[src/rtl/seq_detector_param.sv]
// Purpose : serial pattern detector for a runtime-loadable PAT_W-bit pattern,
//           with overlapping or non-overlapping matching and a saturating counter.
// Latency : z pulses one cycle after the edge that samples the last pattern bit.
// Backpr. : none; a bit is consumed on every cycle with x_valid high, and gaps hold state.
//
// Ports:
//   clk, rst         clock; synchronous active-high reset
//   x_valid, x       qualified serial input bit
//   pat_load, pat_in load a new pattern (MSB = first bit in time)
//   overlap          1 = matches may share bits, 0 = restart after each match
//   cnt_clr          clear the match counter
//   z                registered one-cycle match pulse
//   cnt, cnt_sat     saturating match count and its all-ones flag
module seq_detector_param #(
   parameter int PAT_W = 4,
   parameter int CNT_W = 8
) (
   input  logic             clk,
   input  logic             rst,
   input  logic             x_valid,
   input  logic             x,
   input  logic             pat_load,
   input  logic [PAT_W-1:0] pat_in,
   input  logic             overlap,
   input  logic             cnt_clr,
   output logic             z,
   output logic [CNT_W-1:0] cnt,
   output logic             cnt_sat
);

   // Fill count must reach PAT_W-1, so $clog2(PAT_W) bits are always enough.
   localparam int FC_W = (PAT_W > 2) ? $clog2(PAT_W) : 1;
   // Value of the fill count just before the bit that completes the history.
   localparam logic [FC_W-1:0] FILL_LAST = FC_W'(PAT_W - 2);

   typedef enum logic [1:0] {
      IDLE = 2'd0,
      FILL = 2'd1,
      RUN  = 2'd2
   } state_t;

   state_t             state;
   logic [PAT_W-1:0]   pat_q;
   logic [PAT_W-2:0]   hist_q;
   logic [FC_W-1:0]    fill_q;

   logic [PAT_W-1:0]   cand;
   logic               take;
   logic               hit;
   logic [CNT_W-1:0]   cnt_nxt;

   // Candidate word: the held history with the new bit appended as LSB.
   // Its low PAT_W-1 bits are also the shifted history for the next cycle,
   // which keeps the shift valid for the minimum PAT_W of 2.
   assign cand = {hist_q, x};

   // A load in the same cycle discards the incoming bit; IDLE ignores input.
   assign take = x_valid && !pat_load && (state != IDLE);
   assign hit  = take && (state == RUN) && (cand == pat_q);

   // Clear beats a concurrent match; otherwise count up and stick at all ones.
   always_comb begin
      cnt_nxt = cnt;
      if (cnt_clr) begin
         cnt_nxt = '0;
      end else if (hit && (cnt != '1)) begin
         cnt_nxt = cnt + CNT_W'(1);
      end
   end

   always_ff @(posedge clk) begin
      if (rst) begin
         state   <= IDLE;
         pat_q   <= '0;
         hist_q  <= '0;
         fill_q  <= '0;
         z       <= 1'b0;
         cnt     <= '0;
         cnt_sat <= 1'b0;
      end else begin
         z       <= hit;
         cnt     <= cnt_nxt;
         cnt_sat <= (cnt_nxt == '1);

         if (pat_load) begin
            // New pattern: nothing received under the old one may match it.
            pat_q  <= pat_in;
            hist_q <= '0;
            fill_q <= '0;
            state  <= FILL;
         end else if (take) begin
            case (state)
               FILL: begin
                  hist_q <= cand[PAT_W-2:0];
                  fill_q <= fill_q + FC_W'(1);
                  if (fill_q == FILL_LAST) begin
                     state <= RUN;
                  end
               end
               RUN: begin
                  if (hit && !overlap) begin
                     // Non-overlapping: drop every bit of this match.
                     hist_q <= '0;
                     fill_q <= '0;
                     state  <= FILL;
                  end else begin
                     hist_q <= cand[PAT_W-2:0];
                  end
               end
               default: begin
               end
            endcase
         end
      end
   end

endmodule

[config.mk]
export PLATFORM = sky130hd
export DESIGN_NAME = seq_detector_param
export DESIGN_NICKNAME = d
export VERILOG_FILES = /design/src/rtl/seq_detector_param.sv
export SDC_FILE = /design/constraint.sdc
export NUM_CORES = 1
export LEC_CHECK = 0
export ABC_AREA = 0
export CAP_MARGIN = 10
export CELL_PAD_IN_SITES_DETAIL_PLACEMENT = 0
export CELL_PAD_IN_SITES_GLOBAL_PLACEMENT = 1
export CORE_MARGIN = 10
export CORE_UTILIZATION = 39
export CTS_BUF_LIST = sky130_fd_sc_hd__clkbuf_16
export DETAILED_ROUTE_END_ITERATION = 10
export PLACE_DENSITY = 0.77
export SYNTH_ARGS = -nofsm -noshare
export SYNTH_HDL_FRONTEND = slang
export SYNTH_SLANG_ARGS = --single-unit
[constraint.sdc]
create_clock -name clk -period 2.5 [get_ports clk]
set_input_delay 0.375 -clock clk [delete_from_list [all_inputs] [get_ports clk]]
set_output_delay 0.375 -clock clk [all_outputs]
set_load 0.05 [all_outputs]
==> results of run 1 <==
==> metal layers <==
layer / wire [µm] / GRT usage / vias to the layer above
met5: 0 / 0 / -
met4: 38 / 0.0433 / 0
met3: 136 / 0.0339 / 5
met2: 1230 / 0.164 / 20
met1: 1340 / 0.127 / 492
li1: - / - / 553
==> area by class of cell <==
cell class                 instances  area, µm²
clock inverter                     1       3.75
timing repair buffer              25        238
clock buffer                       3       75.1
tap                               33       41.3
sequential                        21        420
multi-input combinational        104        734
fill                             302       1470
inverter                           6       22.5
==> logic make-up after synthesis <==
kind of cell	share of synthesized area
buffers and inverters	0.0415
and+or+nand+nor	0.297
AOI/OAI and AO/OA	0.157
adders and majority gates	0.0519
muxes	0.0332
xor gates and xnor gates	0.0706
DFF	0.349
==> worst register-to-register path: cells and delay by family, from the launching register on <==
family / cells / cell delay [ns]
AOI/OAI and AO/OA: 3 / 0.66
adders and majority gates: 1 / 0.27
buffers and inverters: 1 / 0.08
DFF: 1 / 0.37
and+or+nand+nor: 2 / 0.72
==> cell usage after synthesis (all sizes together), types with 3 or more instances <==
library cell	number
ha	5
nor2	13
inv	6
and3	3
nand3	6
nor4	4
dfxtp	21
mux2i	4
a21oi	7
nand2	11
nand4	5
o21ai	3
buf	3
or3	3
nor3	4
xnor2	8
==> cells in the final DEF (no fill, tap or decap), types with 5 or more instances in the layout <==
cell type        netlist  routed
inv_1                  6       7
clkdlybuf4s50_1        0      20
nand3_1                6       6
buf_4                  1       5
nor2_1                13      13
nand2_1               10      10
a21oi_1                7       7
dfxtp_1               21      21
xnor2_1                6       6
ha_1                   5       5
==> registers in the layout (all words and copies together) (netlist names) <==
signal,count
z,1
state,2
hist_q,3
cnt,8
cnt_sat,1
fill_q,2
pat_q,4
==> report_power, final <==
| group | switching [mW] | internal, mW | leakage (nW) | total, mW |
|---|---|---|---|---|
| Sequential | 0.00455 | 0.340 | 0.170 | 0.344 |
| Clock | 0.123 | 0.213 | 0.0423 | 0.336 |
| Combinational | 0.0348 | 0.0381 | 0.307 | 0.0730 |
==> how the worst min path moves through the flow <==
stage	start	to
2_1_floorplan	hist_q[2]$_SDFFE_PP0P_	hist_q[2]$_SDFFE_PP0P_
3_3_place_gp	hist_q[2]$_SDFFE_PP0P_	hist_q[2]$_SDFFE_PP0P_
3_5_place_dp	hist_q[2]$_SDFFE_PP0P_	hist_q[2]$_SDFFE_PP0P_
4_1_cts	hist_q[2]$_SDFFE_PP0P_	hist_q[2]$_SDFFE_PP0P_
5_1_grt	hist_q[2]$_SDFFE_PP0P_	hist_q[2]$_SDFFE_PP0P_
6_report	hist_q[2]$_SDFFE_PP0P_	hist_q[2]$_SDFFE_PP0P_
==> implementation parameters, run 1 <==
Parameter                              Value

STA
  Post-route setup slack ... 0.296 ns
  Final hold viol count ... 0
  Total of endpoints with negative setup slack in the final report ... 0
  Setup repair after global routing missed its margin ... no
  Total negative slack ... 0 ns
  Highest Clock Rate ... 454 MHz
  Setup Skew ... 0.00154 ns
  Share of the clock period used by the worst path ... 0.882
  Hold Slack ... 0.461 ns
  Fin crit period ... 2.20 ns
  Relative slew margins ... 0.663
  Count of final max-slew check failures ... 0
  Transition time at the pin with the least slew margin ... 0.504 ns

Final layout
  Fraction of layout instances using a drive strength above 1 ... 0.131
  Finished Core Util ... 0.511
  Fin area ... between 0.0015 and 0.002 mm²
  Area added between synthesis and finish ... 27.4%
  Antenna cell count ... 0
  Layout net count ... ~180
  Non-filler cells in the finished layout ... 193

Synthesis
  Number of distinct library cells after synthesis ... 46
  Yosys warning total ... 0
  Post-synth top area share ... 0.349
  Area leader, netlist ... dfxtp_1
  Mapped Cells ... 135
  Async S/R FF share, synth ... 0
  Seq/Total Area, Yosys ... 0.349
  Prevailing post-synth register cell ... dfxtp_1
  Synthesis-stage register bit count ... 21
  Top cells by area in the synthesized netlist ... dfxtp_1 (35%), ha_1 (5.2%), xnor2_1 (4.4%)
  Post-Syn Area ... 0.00120 mm²
  Post-synthesis net count ... 151
  Mean post-synth cell area ... a little under 9 µm²
  Count of flip-flops with a built-in enable after synthesis ... 0

Setup path
  Stages on the worst setup path ... 7
  Cell count of the worst reg-to-reg path ... 7
  Series of cell instances along the critical path ... inv_1 -> ha_1 -> and4bb_2 -> o21ai_1 -> nor4_1 -> o2111ai_1 -> a2111oi_2
  Worst setup slack for register-to-register paths ... 0.30 ns
  Required time of the critical path ... ~2.7 ns
  Critical path type ... flop to flop
  Kind of launch point of the worst setup path ... flop
  Stage delay of the slowest cell on the critical path ... 0.43 ns
  Capture instance of the worst register-to-register path ... cnt_sat$_SDFF_PP0_
  CP max stage cell ... and4bb_2
  Crit. End Element ... flop
  Worst endpoint data arrival time ... 2.35 ns
  Endpoint of the most critical setup path ... cnt_sat$_SDFF_PP0_
  Worst Path Max Fanout ... 7
  Launching instance or port of the critical path ... state[0]$_SDFFE_PP0P_
  Buffers and inverters on the worst path ... 1
  Category of cells accounting for the largest share of critical-path delay ... simple AND/OR/NAND/NOR gates
  Worst r2r src ... state[0]$_SDFFE_PP0P_

Die
  Die area ... between 0.005 and 0.006 mm²
  Effective utilization at floorplan ... 0.401
  I/O pin count ... 21
  Height of the die ... around 76 µm
  Core Region ... 0.00300 mm²
  Chip width ... approximately 76 µm
  Placement row count ... 20

Detailed routing
  Detailed-route via count ... 1070
  DRC violation count after routing ... 0
  Total routed wirelength ... 2.75 mm
  Routed wire per std cell ... 14.2 µm
  Via density per instance ... 5.54
  Remaining antenna violation count ... 0
  Detailed Route Iter0 Violations ... 55
  1st-pass router iterations ... 4

Power
  Maximum resistive drop on vdd ... slightly above 0.2 mV
  Power per Cell Area ... 490 mW/mm²
  Power consumption ... approximately 750 µW
  Static leakage ... 0.519 nW

Clocking
  Clock buffers created by TritonCTS ... 3
  # H-tree levels ... 1
  Root buffer cell ... clkbuf_16
  Post CTS Setup Buffer Count ... 0
  Maximum buffer depth of the clock tree ... 2
  Num Clock Sinks ... 21
  Post-cts repair resize count ... 0
  Clock tree from TritonCTS ... done
  Insertion delay to the later sink of the worst-skew pair ... 0.25 ns
  Hold-fix buffers, CTS ... 0
  Reg clk slew, reported paths ... 0.06 ns

Min path
  Worst min-delay path class ... flop to flop
  Number of cells on the worst hold path ... 2

Placement
  Placer Congestion ... 0.829
  Number of instances in the placed design ... 189
  DP Worst Slack ... 0.162 ns
  I/O Buffers ... 20
  HPWL Detailed ... 2.21 mm
  Standard cell area after detailed placement ... approximately 0.0015 mm²

Global routing
  Initial antenna violation count ... 0
  Number of global-route vias before repair ... 1070
  Global-route wire length before repair ... 4.65 mm
  Gr ovfl total ... 0
  Pin count of the biggest net entering global routing ... 12
  Combined global-route utilization of all metal layers ... 0.104

Run status
  Status ... finished clean

Flow run
  Max-capacitance violation count ... 0
No activity file was read; power rests on OpenSTA's default activity.
==> run 2: changes to the inputs <==
--- a/config.mk
+++ b/config.mk
@@ -6,14 +6,16 @@
 export NUM_CORES = 1
 export LEC_CHECK = 0
 export ABC_AREA = 0
+export ABC_CLOCK_PERIOD_IN_PS = 2500
 export CAP_MARGIN = 10
 export CELL_PAD_IN_SITES_DETAIL_PLACEMENT = 0
 export CELL_PAD_IN_SITES_GLOBAL_PLACEMENT = 1
 export CORE_MARGIN = 10
-export CORE_UTILIZATION = 39
+export CORE_UTILIZATION = 46
 export CTS_BUF_LIST = sky130_fd_sc_hd__clkbuf_16
 export DETAILED_ROUTE_END_ITERATION = 10
-export PLACE_DENSITY = 0.77
+export DONT_BUFFER_PORTS = 1
+export PLACE_DENSITY = 0.76
 export SYNTH_ARGS = -nofsm -noshare
 export SYNTH_HDL_FRONTEND = slang
 export SYNTH_SLANG_ARGS = --single-unit
==> run 2 against run 1 <==
Against the previous run: worst hold slack got worse by 0.27 ns; largest cell class unchanged; setup slack gained 0.12 ns; wire length is 2.4% lower; clock skew increased by 0.00093 ns; critical endpoint unchanged; power fell by 4.7%; die area is 11% lower; maximum frequency grew 5.8%; utilization up 3.0 points; critical path depth is the same; cell area down 12%; clock power is 1% lower.
==> implementation parameters, run 2 (synthesis gave the netlist of run 1 again) <==
Parameter                              Value

Run status
  Status ... finished clean

Clocking
  Post-cts repair resize count ... 0 (unchanged)
  # H-tree levels ... 1 (unchanged)
  Post CTS Setup Buffer Count ... 0 (unchanged)
  Clock buffers created by TritonCTS ... 3 (unchanged)
  Maximum buffer depth of the clock tree ... 2 (unchanged)
  Reg clk slew, reported paths ... 0.06 ns (about the same)
  Num Clock Sinks ... 21 (unchanged)
  Hold-fix buffers, CTS ... 0 (unchanged)
  Root buffer cell ... clkbuf_16
  Insertion delay to the later sink of the worst-skew pair ... 0.25 ns (about the same)
  Clock tree from TritonCTS ... done

Die
  Height of the die ... 71.2 µm (-5.8%)
  Chip width ... 71.2 µm (-5.8%)
  Effective utilization at floorplan ... 0.482 (+0.0807)
  I/O pin count ... 21 (unchanged)
  Die area ... 0.00507 mm² (-11%)
  Placement row count ... 18 (-10%)
  Core Region ... 0.00250 mm² (-17%)

Detailed routing
  1st-pass router iterations ... 4 (unchanged)
  Total routed wirelength ... 2.68 mm (-2.4%)
  Amount of wire on met2 after detailed routing ... 1.12 mm (-8.6%)
  Met1 WL ... 1.31 mm (-2.5%)
  Top layer reached by signal wires ... met4
  Detailed-route via count ... 1030 (-3.7%)
  DRC violation count after routing ... 0 (unchanged)
  Remaining antenna violation count ... 0 (unchanged)
  Via density per instance ... 5.95 (+7.4%)
  Detailed Route Iter0 Violations ... 47 (-15%)
  Total met3 wirelength after detailed routing ... 232 µm (+71%)
  Routed wire per std cell ... 15.5 µm (+8.9%)

Global routing
  Combined global-route utilization of all metal layers ... 0.105 (+0.000953)
  Pin count of the biggest net entering global routing ... 12 (unchanged)
  Number of global-route vias before repair ... 944 (-12%)
  Initial antenna violation count ... 0 (unchanged)
  Global-route wire length before repair ... 4.55 mm (-2.1%)
  Gr ovfl total ... 0 (unchanged)

Setup path
  Worst Path Max Fanout ... 7 (unchanged)
  Critical path type ... flop to flop
  Worst endpoint data arrival time ... 2.23 ns (-0.12 ns)
  Kind of launch point of the worst setup path ... flop
  Required time of the critical path ... 2.65 ns (about the same)
  Crit. End Element ... flop

STA
  Setup Skew ... 0.00246 ns (+0.000927 ns)
  Transition time at the pin with the least slew margin ... 0.499 ns (-0.00451 ns)
  Highest Clock Rate ... 480 MHz (+5.8%)
  Relative slew margins ... 0.667 (+0.00360)
  Final hold viol count ... 0 (unchanged)
  Setup repair after global routing missed its margin ... no
  Count of final max-slew check failures ... 0 (unchanged)
  Total of endpoints with negative setup slack in the final report ... 0 (unchanged)
  Total negative slack ... 0 ns (unchanged)
  Share of the clock period used by the worst path ... 0.833 (-0.0487)
  Fin crit period ... 2.08 ns (-0.122 ns)

Final layout
  Fraction of layout instances using a drive strength above 1 ... 0.168 (+0.0366)
  Largest register by flop count ... cnt
  Register area ... 420 µm² (unchanged)
  Commonest cells after routing, fill and taps aside ... dfxtp_1 (21), nor2_1 (13), nand2_1 (10)
  Largest registers in the final layout ... cnt (8), pat_q (4), hist_q (3)
  Most frequent standard cell in the layout excluding fill and tap cells ... dfxtp_1
  Layout net count ... 160 (-9.6%)
  Area added between synthesis and finish ... 12.4%
  Footprint of the multi-input gates ... 734 µm² (unchanged)
  Antenna cell count ... 0 (unchanged)
  Fin area ... 0.00135 mm² (-12%)
  Largest register FFs ... 8 (unchanged)
  Layout filler cell count ... 226 (-25%)

Min path
  Worst min-delay path class ... primary input to flop

Power
  Static leakage ... 0.465 nW (-10%)
  Power per Cell Area ... 530 mW/mm² (+8.1%)
  Maximum resistive drop on vdd ... 0.367 mV (+80%)

Placement
  I/O Buffers ... 0 (-100%)
  Placer Congestion ... 0.817 (-1.4%)
  Standard cell area after detailed placement ... 0.00127 mm² (-12%)
  HPWL Detailed ... 2.14 mm (-3.6%)

Flow run
  Max-capacitance violation count ... 0 (unchanged)
[run 2: cell count changes in the layout (fill, tap and decap cells not counted), sizes merged]
| cell | before | now |
|---|---|---|
| clkdlybuf4s50 | 20 | 0 |
| buf | 5 | 8 |
[run 2: final cells by class]
cell class | instances | area share
clock buffers | 3 | 0.0555
inverters | 6 | 0.0166
clock inverters | 1 | 0.00277
multi-input cells | 104 | 0.543
flip-flops and latches | 21 | 0.311
well taps | 30 | 0.0277
repair buffers | 8 | 0.0444
[run 2: final timing paths]
check / from / endpoint / slack, ns / cells after the start
worst min register to register: hist_q[2]$_SDFFE_PP0P_ / hist_q[2]$_SDFFE_PP0P_ / 0.47 / 2
worst max-delay path: state[0]$_SDFFE_PP0P_ / cnt_sat$_SDFF_PP0_ / 0.42 / 7
worst max register to register: state[0]$_SDFFE_PP0P_ / cnt_sat$_SDFF_PP0_ / 0.42 / 7
worst min-delay path: rst / pat_q[1]$_SDFFE_PP0P_ / 0.19 / 1
[run 2: per-layer routing]
layer  vias up  track usage
li1        515            -
met1       489        0.139
met2        24        0.149
met3         2       0.0502
met4         0       0.0237
met5         -            0
[run 2: report_power, final]
part           internal [mW]  switching (mW)
clock                  0.213           0.118
combinational         0.0191          0.0244
sequential             0.340         0.00398
total                  0.572           0.146
[run 2: per-stage QoR]
step | cells | setup WS (ns) | util | hold slack (ns) | total power [mW]
floorplan | 135 | 0.282 | - | 0.442 | 0.395
global placement | 169 | 0.521 | 0.510 | 0.450 | 0.393
detailed placement | 169 | 0.446 | 0.510 | 0.451 | 0.395
CTS | 173 | 0.430 | 0.542 | 0.188 | 0.729
global route | 173 | 0.225 | 0.542 | 0.185 | 0.748
finish | 173 | 0.418 | 0.542 | 0.190 | 0.718
[run 2: critical path, cell delays in order (launching register included)]
cell,delay [ns]
dfxtp_1,0.37
inv_1,0.08
ha_1,0.26
and4bb_2,0.42
o21ai_1,0.16
nor4_1,0.25
o2111ai_1,0.17
a2111oi_2,0.28
